File: config.mk
export PLATFORM = sky130hd
export DESIGN_NAME = lsu_master
export DESIGN_NICKNAME = d
export VERILOG_FILES = /design/src/rtl/lsu_pkg.sv /design/src/rtl/lsu_lane_fmt.sv /design/src/rtl/lsu_master.sv
export SDC_FILE = /design/constraint.sdc
export NUM_CORES = 1
export LEC_CHECK = 0
export CAP_MARGIN = 20
export CORE_MARGIN = 2
export CORE_UTILIZATION = 30
export CTS_CLUSTER_DIAMETER = 30
export CTS_CLUSTER_SIZE = 30
export DETAILED_ROUTE_END_ITERATION = 10
export PLACE_DENSITY = 0.57
export SLEW_MARGIN = 20
export SYNTH_ARGS = -nofsm -noshare
export SYNTH_HDL_FRONTEND = slang
export SYNTH_SLANG_ARGS = --single-unit
File: constraint.sdc
create_clock -name clk -period 2.75 [get_ports clk]
set_input_delay 0.55 -clock clk [delete_from_list [all_inputs] [get_ports clk]]
set_output_delay 0.55 -clock clk [all_outputs]
set_load 0.05 [all_outputs]
File: src/rtl/lsu_pkg.sv
// rtl/lsu_pkg.sv - shared size/state encodings and alignment check for the load/store unit
package lsu_pkg;
    localparam logic [1:0] SZ_WORD = 2'b00;
    localparam logic [1:0] SZ_BYTE = 2'b01;
    localparam logic [1:0] SZ_HALF = 2'b10;

    localparam logic [1:0] ST_IDLE = 2'd0;
    localparam logic [1:0] ST_REQ  = 2'd1;
    localparam logic [1:0] ST_DONE = 2'd2;

    localparam int TO_W = 4;

    // size 11 is reserved and always rejected as misaligned
    function automatic logic is_misaligned(input logic [1:0] size, input logic [1:0] addr_lo);
        case (size)
            SZ_WORD: return addr_lo != 2'b00;
            SZ_BYTE: return 1'b0;
            SZ_HALF: return addr_lo[0];
            default: return 1'b1;
        endcase
    endfunction
endpackage

File: src/rtl/lsu_lane_fmt.sv
// rtl/lsu_lane_fmt.sv - byte-enable/lane replication for stores, lane extract/extend for loads
module lsu_lane_fmt
    import lsu_pkg::*;
(
    input  logic [1:0]  size,
    input  logic        sign,
    input  logic [1:0]  addr_lo,
    input  logic [31:0] st_data,
    input  logic [31:0] ld_word,
    output logic [3:0]  be,
    output logic [31:0] st_word,
    output logic [31:0] ld_data
);
    logic [7:0]  ld_byte;
    logic [15:0] ld_half;

    always_comb begin
        ld_byte = 8'(ld_word >> {addr_lo, 3'b000});
        ld_half = addr_lo[1] ? ld_word[31:16] : ld_word[15:0];
        be      = 4'b1111;
        st_word = st_data;
        ld_data = ld_word;
        case (size)
            SZ_BYTE: begin
                be      = 4'b0001 << addr_lo;
                st_word = {4{st_data[7:0]}};
                ld_data = {{24{sign & ld_byte[7]}}, ld_byte};
            end
            SZ_HALF: begin
                be      = addr_lo[1] ? 4'b1100 : 4'b0011;
                st_word = {2{st_data[15:0]}};
                ld_data = {{16{sign & ld_half[15]}}, ld_half};
            end
            default: ;
        endcase
    end
endmodule

File: src/rtl/lsu_master.sv
// rtl/lsu_master.sv - MEM-stage load/store bus initiator; LSU_TRACE_EN enables store trace output
module lsu_master
    import lsu_pkg::*;
#(
    parameter int unsigned TIMEOUT = 15
) (
    input  logic        clk,
    input  logic        reset,
    input  logic        req_valid,
    input  logic        req_we,
    input  logic [1:0]  req_size,
    input  logic        req_sign,
    input  logic [31:0] req_addr,
    input  logic [31:0] req_wdata,
    input  logic [31:0] req_pc,
    output logic        stall,
    output logic        done,
    output logic [31:0] rdata,
    output logic        err,
    output logic        bus_req,
    output logic        bus_we,
    output logic [31:0] bus_addr,
    output logic [3:0]  bus_be,
    output logic [31:0] bus_wdata,
    input  logic        bus_ack,
    input  logic [31:0] bus_rdata
);
    logic [1:0]      state_q, state_d;
    logic [TO_W-1:0] cnt_q, cnt_d;
    logic            we_q, we_d, sign_q, sign_d, err_q, err_d;
    logic [1:0]      size_q, size_d;
    logic [31:0]     addr_q, addr_d, wdata_q, wdata_d, pc_q, pc_d, rdata_q, rdata_d;
    logic [3:0]      be_w;
    logic [31:0]     st_word, ld_data;
    logic            in_req;

    lsu_lane_fmt u_fmt (
        .size    (size_q),
        .sign    (sign_q),
        .addr_lo (addr_q[1:0]),
        .st_data (wdata_q),
        .ld_word (bus_rdata),
        .be      (be_w),
        .st_word (st_word),
        .ld_data (ld_data)
    );

    always_comb begin
        state_d = state_q;
        cnt_d   = cnt_q;
        we_d    = we_q;
        sign_d  = sign_q;
        size_d  = size_q;
        addr_d  = addr_q;
        wdata_d = wdata_q;
        pc_d    = pc_q;
        rdata_d = rdata_q;
        err_d   = err_q;
        case (state_q)
            ST_IDLE: if (req_valid) begin
                we_d    = req_we;
                sign_d  = req_sign;
                size_d  = req_size;
                addr_d  = req_addr;
                wdata_d = req_wdata;
                pc_d    = req_pc;
                cnt_d   = '0;
                rdata_d = '0;
                if (is_misaligned(req_size, req_addr[1:0])) begin
                    err_d   = 1'b1;
                    state_d = ST_DONE;
                end else begin
                    state_d = ST_REQ;
                end
            end
            ST_REQ: begin
                if (bus_ack) begin
                    rdata_d = we_q ? '0 : ld_data;
                    state_d = ST_DONE;
                end else if (cnt_q == TO_W'(TIMEOUT - 1)) begin
                    err_d   = 1'b1;
                    state_d = ST_DONE;
                end else begin
                    cnt_d = cnt_q + 1'b1;
                end
            end
            ST_DONE: begin
                err_d   = 1'b0;
                state_d = ST_IDLE;
            end
            default: state_d = ST_IDLE;
        endcase
    end

    always_ff @(posedge clk or negedge reset) begin
        if (!reset) begin
            state_q <= ST_IDLE;
            cnt_q   <= '0;
            we_q    <= 1'b0;
            sign_q  <= 1'b0;
            size_q  <= SZ_WORD;
            addr_q  <= '0;
            wdata_q <= '0;
            pc_q    <= '0;
            rdata_q <= '0;
            err_q   <= 1'b0;
        end else begin
            state_q <= state_d;
            cnt_q   <= cnt_d;
            we_q    <= we_d;
            sign_q  <= sign_d;
            size_q  <= size_d;
            addr_q  <= addr_d;
            wdata_q <= wdata_d;
            pc_q    <= pc_d;
            rdata_q <= rdata_d;
            err_q   <= err_d;
        end
    end

    // bus side decodes straight from state so async reset drops bus_req at once
    assign in_req    = (state_q == ST_REQ);
    assign bus_req   = in_req;
    assign bus_we    = in_req & we_q;
    assign bus_addr  = in_req ? {addr_q[31:2], 2'b00} : '0;
    assign bus_be    = in_req ? be_w : '0;
    assign bus_wdata = (in_req && we_q) ? st_word : '0;
    assign done      = (state_q == ST_DONE);
    assign stall     = req_valid & ~done;
    assign rdata     = rdata_q;
    assign err       = err_q;

`ifdef LSU_TRACE_EN
    always @(posedge clk) begin
        if (reset && in_req && bus_ack && we_q) begin
            case (size_q)
                SZ_BYTE: $display("%d@%h: *%h <= %h", $time, pc_q, addr_q, wdata_q[7:0]);
                SZ_HALF: $display("%d@%h: *%h <= %h", $time, pc_q, addr_q, wdata_q[15:0]);
                default: $display("%d@%h: *%h <= %h", $time, pc_q, addr_q, wdata_q);
            endcase
        end
    end
`else
    logic unused_pc;
    assign unused_pc = ^pc_q;
`endif
endmodule

Word-level counts from Yosys, hierarchy flattened
Index checks and enable logic that the tools add are counted.
Word-level totals
  register bits after elaboration: 107
  word-level logic and storage cells: 71
  output and inout port bits: 105
  bits of input ports: 136
Cells by class
  bitwise gates (word level): 5
  shift-type cells: 2
  eq/ne operators: 14
  add/sub/neg operators: 1
  multiplexer cells: 29
  reduce and logical (&&, ||, !) cells: 11
Operators with widths (count)
  one-hot mux 32 bit (2 select lines): 3
  2-to-1 mux 32 bit: 5
  right shift 32 x 5 -> 8 bit: 1
  2-to-1 mux 4 bit: 5
  2-to-1 mux 16 bit: 1
  one-hot mux 4 bit (2 select lines): 2
  != test 2 bit, second input constant: 5
  2-to-1 mux 2 bit: 4
  == test 2 x 1 -> 1 bit, second input constant: 3
  == test 2 bit, second input constant: 3
  2-to-1 mux 1 bit: 6
  one-hot mux 1 bit (3 select lines): 2
  AND reduction 5 bit: 1
  adder 4 x 1 -> 4 bit, second input constant: 1
  bitwise AND 1 bit: 4
  == test 4 bit, second input constant: 1
  zero test 2 bit: 2
  one-hot mux 2 bit (2 select lines): 1
  AND reduction 2 bit: 2
  AND reduction 4 bit: 1
  nonzero test 2 bit: 2
  left shift 1 x 2 -> 4 bit, first input constant: 1
  != test 3 x 2 -> 1 bit, second input constant: 1
  AND reduction 3 bit: 1
  4 further kinds: 4

Longest topological paths before layout
Gate-level depths: netlist of run 1.
  depth in word-level cells: 7
  gate-level depth with buffers: 8
  gate-level depth less buffers: 6

Modules after synthesis
Synthesis of run 1 repeated with hierarchy kept, for this count alone.
Second synthesis, totals
  cell total of the unflattened synthesis: 582
  area total of the unflattened synthesis: 6213.5 um^2
Modules (own cells, without submodules)
  lsu_master: times used 1, cells an instance 414, area each 5096.1 um^2
  lsu_lane_fmt: times used 1, cells an instance 168, area each 1117.3 um^2

Worst setup path after synthesis of run 1
Ideal clock, no wire load.
  path kind: reg-to-output
  from: register state_q[1]
  to: output port bus_wdata[10]
  setup slack: -31 ps
  data required time: 2200 ps
  data arrival time: 2231 ps
  cell stages (with the launch flop): 9
  buffers on the path: 2
  path through: dfrtp_1 buf_2 nand2b_1 buf_2 inv_2 nand2_1 clkinv_1 nand2_1 a21oi_1
On the way
  cells in the longest elaborated chain, start to end: 3
RTL lines
  start, declared: RTL line lsu_master.sv:28  | logic [1:0] state_q, state_d;
  start signal, assigned: RTL line lsu_master.sv:108  | state_q <= state_d;
  == test 2 x 1 -> 1 bit: RTL line lsu_master.sv:122  | assign in_req = (state_q == ST_REQ);
  logical AND 1 bit: RTL line lsu_master.sv:127  | assign bus_wdata = (in_req && we_q) ? st_word : '0;
  2-to-1 mux 32 bit: RTL line lsu_master.sv:127
  end, declared: RTL line lsu_master.sv:24  | output logic [31:0] bus_wdata,
No other way between the ends.

Final worst setup path of run 1
  from: register size_q[0]
  to: output port bus_wdata[13]
On the way
  cells in the longest elaborated chain, start to end: 3
RTL lines
  start, declared: RTL line lsu_master.sv:31  | logic [1:0] size_q, size_d;
  start signal, assigned: RTL line lsu_master.sv:112  | size_q <= size_d;
  == test 2 bit or == test 2 x 1 -> 1 bit (tied branches): RTL line lsu_lane_fmt.sv:23  | case (size)
  one-hot mux 32 bit (2 select lines) (*): RTL line lsu_lane_fmt.sv:23
  2-to-1 mux 32 bit (*): RTL line lsu_master.sv:127
Every way passes the cells marked *; elsewhere a longest branch is shown, timed or not.

==> results of run 1 <==
[state kept, by name, summed over array words and instances, names as in the netlist]
signal   count
state_q      2
we_q         1
sign_q       1
size_q       2
addr_q      32
rdata       32
wdata_q     32
cnt_q        4
err          1
[how the worst max path moves through the flow]
stage / end / slack, ns / cells past startpoint
6_report: bus_wdata[13] / 0.15 / 7
3_5_place_dp: rdata[17] / 0.30 / 4
3_3_place_gp: rdata[30] / 0.32 / 4
5_1_grt: bus_wdata[29] / -0.02 / 7
2_1_floorplan: bus_wdata[10] / -0.03 / 8
4_1_cts: bus_be[3] / 0.008 / 6
[cell type report]
class                   instances  area, um2  area share
well taps                     225      281.5     0.03321
multi-input cells             326       2323      0.2741
clock buffers                   9      225.2     0.02656
clock inverters                 7      77.57    0.009150
diodes                          1      2.502   0.0002952
repair buffers                224       2798      0.3300
inverters                      24      92.59     0.01092
flip-flops and latches        107       2678      0.3158
[report_power, final]
group | switching, mW | internal [mW] | total, mW
registers | 0.399 | 2.14 | 2.53
clock network | 0.610 | 0.714 | 1.32
logic | 2.61 | 2.00 | 4.62
total | 3.62 | 4.85 | 8.47
[cell usage after synthesis, types with 2 or more instances]
cell type  instances
mux2i_1            4
nor2b_1            5
a211oi_1           2
a31oi_1            2
dfrtp_1          107
buf_4              2
nand3_1            3
nand2b_1           5
nor2_1            13
and3_1             9
a22oi_1            9
and2_1            32
o21ai_0           40
mux2_2            53
clkbuf_1          24
o211ai_1           7
buf_2             12
mux2_1             5
a221o_1           31
o21bai_1           2
ha_1               4
a21oi_1           30
inv_1             22
buf_6              2
a221oi_1           7
nand2_1           48
[metal layers]
layer	global-route usage	up-vias	part of all wire
met3	0.08296	7	0.12
met5	0	-	0
li1	-	2166	-
met1	0.2183	2271	0.41
met4	0.04225	0	0.0084
met2	0.2833	173	0.47
[cell families (layout without fill, tap and decap cells)]
group                      count (synthesis)  after routing  share of synthesized area
AOI/OAI and AO/OA                        137            137                     0.1804
xor gates and xnor gates                   1              1                   0.001662
adders and majority gates                  4              4                   0.009495
buffers and inverters                     66            264                    0.05435
DFF                                      107            107                     0.5080
muxes                                     62             62                     0.1315
other                                      1              3                  0.0007114
and+or+nand+nor                          120            120                     0.1139
[critical path, stage by stage (launching register included)]
cell and delay [ns]:
dfrtp_1 0.36, inv_1 0.06, ha_2 0.38, buf_4 0.24, a221o_1 0.13, nand2_1 0.09, a21oi_1 0.26, buf_12 0.18
[cell usage in the layout, fill, tap and decap left out, types with 2 or more instances in the layout]
| cell | Yosys | final |
|---|---|---|
| a221o_1 | 31 | 31 |
| mux2_2 | 53 | 53 |
| a31oi_1 | 2 | 2 |
| and2_1 | 32 | 32 |
| a221oi_1 | 7 | 7 |
| ha_1 | 4 | 3 |
| clkdlybuf4s50_1 | 0 | 136 |
| a21oi_1 | 30 | 30 |
| nor2b_1 | 5 | 5 |
| clkbuf_16 | 0 | 9 |
| a22oi_1 | 9 | 9 |
| inv_1 | 22 | 22 |
| clkinv_4 | 0 | 3 |
| buf_4 | 2 | 26 |
| nand2b_1 | 5 | 5 |
| mux2_1 | 5 | 5 |
| nand2_1 | 48 | 47 |
| o21bai_1 | 2 | 2 |
| o211ai_1 | 7 | 7 |
| buf_12 | 0 | 62 |
| nand3_1 | 3 | 3 |
| dfrtp_1 | 107 | 107 |
| mux2i_1 | 4 | 4 |
| conb_1 | 1 | 2 |
| a211oi_1 | 2 | 2 |
| and3_1 | 9 | 9 |
| o21ai_0 | 40 | 40 |
| nor2_1 | 13 | 12 |
==> run_results.csv, run 1 <==
group,metric,value,unit
status,status,"finished, final reports clean",
synth,synth-edff-count,0,
floorplanning,row_count,48,
cells_and_area,fin_area,8478,um2
cts,ctsHoldBuffers,0,
cts,cts_buffers,9,
synth,synth_seq_area_share,0.5080,
floorplanning,core_area,17240,um2
worst_setup_path,worst-setup-path-type,"flip-flop to primary output",
placement,postPlaceCellArea,8163,um2
placement,dp_slack,0.3033,ns
synth,async_reset_ff_frac,1.000,
route,ant_nets,0,
worst_setup_path,cp-end-kind,"primary output",
global_routing,grt_usage,0.1776,
route,drtIter0Drc,210,
synth,syn_area,5271,um2
timing,post-route-min-period,2.604,ns
global_routing,grt_pass1_vias,4780,
worst_setup_path,worstPathRequired,2.20,ns
cells_and_area,stdcell_count,923,
timing,setup_viol,0,
timing,fin_setup_tns,0,ns
cells_and_area,filler_cell_count,1532,
route,wl_per_cell,17.74,um
pwr,p_per_area,999.3,nW/um2
floorplanning,ios,241,
timing,rsz0062_at_grt,"yes",
synth,yosys.area.top_type,"dfrtp_1",
cells_and_area,final_net_count,832,
cts,post_cts_resized,2,
timing,relSlewSlack,0.3314,
global_routing,grt_pass1_wl,25570,um
floorplanning,die_x,136.6,um
timing,setup_ws,0.1460,ns
route,route.detailed.drc,0,
timing,fmax,384.0,MHz
cts,post_cts.repair.setup_buffers,0,
placement,gp_congestion,0.8018,
route,routed_wl,16380,um
route,drtPass1Iterations,4,
timing,drv_slew,0,
worst_setup_path,startpoint_type,"flip-flop",
cells_and_area,area_delta_synth_final,60.84,%
timing,fin_crit_sh,0.9469,
timing,hold_ws,0.2045,ns
synth,ys_warn_count,0,
worst_setup_path,crit_arrival,2.05,ns
synth,ys_types,44,
floorplanning,die_h,136.6,um
synth,synthCells,498,
worst_setup_path,r2r_end,"rdata[28]",
pwr,p_total,8.473,mW
synth,synth_ff_type,"dfrtp_1",
worst_setup_path,r2r_start,"we_q",
route,via_count,4617,
cells_and_area,fin_util,0.4919,
global_routing,grt_overflow,0,
global_routing,antenna_found_initial,1,
timing,hold_viol,0,
placement,dp_cells,906,
worst_setup_path,ff2ff_setup_slack,0.67,ns
timing,worstMarginPinSlew,1.003,ns
cts,cts.sinks,107,
job,maxCapViolCount,0,
cts,cts_tree,"done",
worst_setup_path,crit_start,"size_q[0]",
timing,clock_skew,0.009098,ns
synth,synth_top_area_share,0.5080,
synth,synthTopCellsByArea,"dfrtp_1 (51%), mux2_2 (11%), a221o_1 (5.9%)",
pwr,peakVddDrop,387.5,uV
cts,root_buffer,"clkbuf_16",
synth,ys_seq_elements,107,
worst_setup_path,worst-path-max-fanout,17,
cts,cts.reportedPaths.clkPinSlew,0.08,ns
pwr,power.leakage,3.558,nW
floorplanning,initial_core_util,0.3058,
global_routing,grt_max_degree,62,
cts,htreeDepth,3,
cts,clkLatencyLatePin,0.35,ns
synth,syn_area_per_cell,10.58,um2
cts,cts_buffer_depth,2,
placement,numPortBuffers,206,
worst_setup_path,r2r.worst_path.cells,3,
placement,dpl.hpwl,12440,um
cells_and_area,drive_above_1_share,0.2367,
hold_path,min_path_type,"input port to async pin",
floorplanning,die-area,18650,um2
route,viasPerCell,5.002,
Note: power is estimated with default switching activity, not from simulation.
==> inputs of run 2 (changes only) <==
Settings changed: TNS_END_PERCENT set to 5.
==> results of run 2 <==
The final DEF is identical to that of run 1; final timing and power are the same.
==> inputs of run 3 (changes only) <==
Settings changed: SKIP_LAST_GASP set to 1.
==> run_results.csv, run 3 (same netlist as run 1, synthesis figures left out) <==
group,metric,value,unit
global_routing,grt_max_degree,62,
floorplanning,die-area,18650,um2
worst_setup_path,cp_slowest_cell,"ha_2",
floorplanning,die_x,136.6,um
pwr,power.leakage,3.556,nW
worst_setup_path,ff2ff_setup_slack,0.67,ns
floorplanning,row_count,48,
floorplanning,core_area,17240,um2
worst_setup_path,startpoint_type,"flip-flop",
timing,drv_slew,0,
route,drtIter0Drc,191,
cts,htreeDepth,3,
global_routing,grt_overflow,0,
floorplanning,initial_core_util,0.3058,
cts,clkLatencyLatePin,0.35,ns
worst_setup_path,path_buf_inv,3,
floorplanning,ios,241,
route,ant_nets,0,
route,routed_wl,16420,um
placement,dpl.hpwl,12440,um
placement,dp_slack,0.3033,ns
worst_setup_path,critPathTopFamily,"buffers and inverters",
worst_setup_path,cp-end-kind,"primary output",
placement,dp_cells,906,
worst_setup_path,worstPathRequired,2.20,ns
cells_and_area,final_cell_mix,"clkdlybuf4s50_1 (136), dfrtp_1 (107), buf_12 (62), mux2_2 (53), nand2_1 (47)",
route,viasPerCell,4.989,
cells_and_area,fin_util,0.4927,
pwr,p_per_area,1000,nW/um2
worst_setup_path,crit_path_max_incr_delay,0.40,ns
timing,post-route-min-period,2.613,ns
cts,cts.sinks,107,
cts,cts.reportedPaths.clkPinSlew,0.08,ns
route,route.detailed.drc,0,
global_routing,antenna_found_initial,1,
global_routing,grt_usage,0.1774,
timing,worstMarginPinSlew,1.003,ns
cts,cts_buffers,9,
cells_and_area,stdcell_count,925,
timing,rsz0062_at_grt,"yes",
placement,gp_congestion,0.8018,
worst_setup_path,worst-setup-path-type,"flip-flop to primary output",
worst_setup_path,r2r_end,"rdata[28]",
placement,numPortBuffers,206,
cts,root_buffer,"clkbuf_16",
timing,clock_skew,0.01055,ns
global_routing,grt_pass1_vias,4775,
job,maxCapViolCount,0,
timing,relSlewSlack,0.3311,
hold_path,min_path_type,"input port to async pin",
worst_setup_path,worst-path-max-fanout,17,
cells_and_area,drive_above_1_share,0.2389,
status,status,"finished, final reports clean",
worst_setup_path,r2r.worst_path.cells,3,
route,via_count,4615,
cts,cts_buffer_depth,2,
worst_setup_path,crit_arrival,2.06,ns
timing,fin_crit_sh,0.9501,
worst_setup_path,cp_cell_sequence,"inv_1 > ha_2 > buf_4 > a221o_1 > nand2_1 > a21oi_1 > buf_12",
cells_and_area,final_common_cell,"clkdlybuf4s50_1",
worst_setup_path,r2r_start,"we_q",
cts,cts_tree,"done",
pwr,peakVddDrop,387.5,uV
timing,setup_viol,0,
timing,hold_viol,0,
floorplanning,die_h,136.6,um
cells_and_area,final_net_count,834,
timing,fmax,382.7,MHz
route,wl_per_cell,17.75,um
global_routing,grt_pass1_wl,25540,um
cells_and_area,area_delta_synth_final,61.10,%
route,drtPass1Iterations,4,
timing,setup_ws,0.1372,ns
-- run 3: changes by cell type in the layout (fill, tap and decap cells not counted), sizes merged --
cell / before / now
inv: 25 / 24
clkinvlp: 1 / 3
buf: 88 / 89
-- run 3: per-stage QoR --
stage / cell area, um2 / TNS, ns / hold slack (ns) / total power [mW]
after global placement: 8163 / 0 / 0.4698 / 7.112
after global routing: 8489 / -0.01447 / 0.2451 / 9.009
final: 8492 / 0 / 0.2052 / 8.493
after detailed placement: 8163 / 0 / 0.4742 / 7.192
after CTS: 8468 / -0.3711 / 0.2255 / 8.559
after floorplan: 5275 / -0.5772 / 0.2544 / 5.254
-- run 3: timing repair --
item | in CTS | in global routing
resized for setup | 1 | 3
setup endpoints to repair | 20 | 28
hold buffers | 0 | 0
cloned | 0 | 1
buffers inserted | 0 | 1
-- run 3: how the worst max path moves through the flow --
stage | startpoint | to | cells after the start
finish | size_q[0] | bus_wdata[13] | 7
global route | size_q[0] | bus_wdata[29] | 7
CTS | state_q[1] | bus_wdata[9] | 7
detailed placement | bus_ack | rdata[17] | 4
global placement | bus_ack | rdata[30] | 4
floorplan | state_q[1] | bus_wdata[10] | 8
-- run 3: final cells by class --
class	count	area, um2
antenna	1	2.502
clock buffer	9	225.2
clock inverter	7	77.57
fill	1530	8745
inverter	24	93.84
multi-input combinational	326	2323
sequential	107	2678
tap	225	281.5
timing repair buffer	225	2805
timing repair inverter	1	5.005
-- run 3: power breakdown --
| group | internal (mW) | switching [mW] | leakage [nW] |
|---|---|---|---|
| Combinational | 2.01 | 2.62 | 2.07 |
| Sequential | 2.14 | 0.399 | 1.34 |
| Clock | 0.714 | 0.615 | 0.146 |
-- run 3: layer usage --
metal	vias to the layer above	routed length (um)	track usage
li1	2169	-	-
met1	2261	6675	0.2180
met2	178	7732	0.2828
met3	7	1878	0.08296
met4	0	136	0.04225
met5	-	0	0
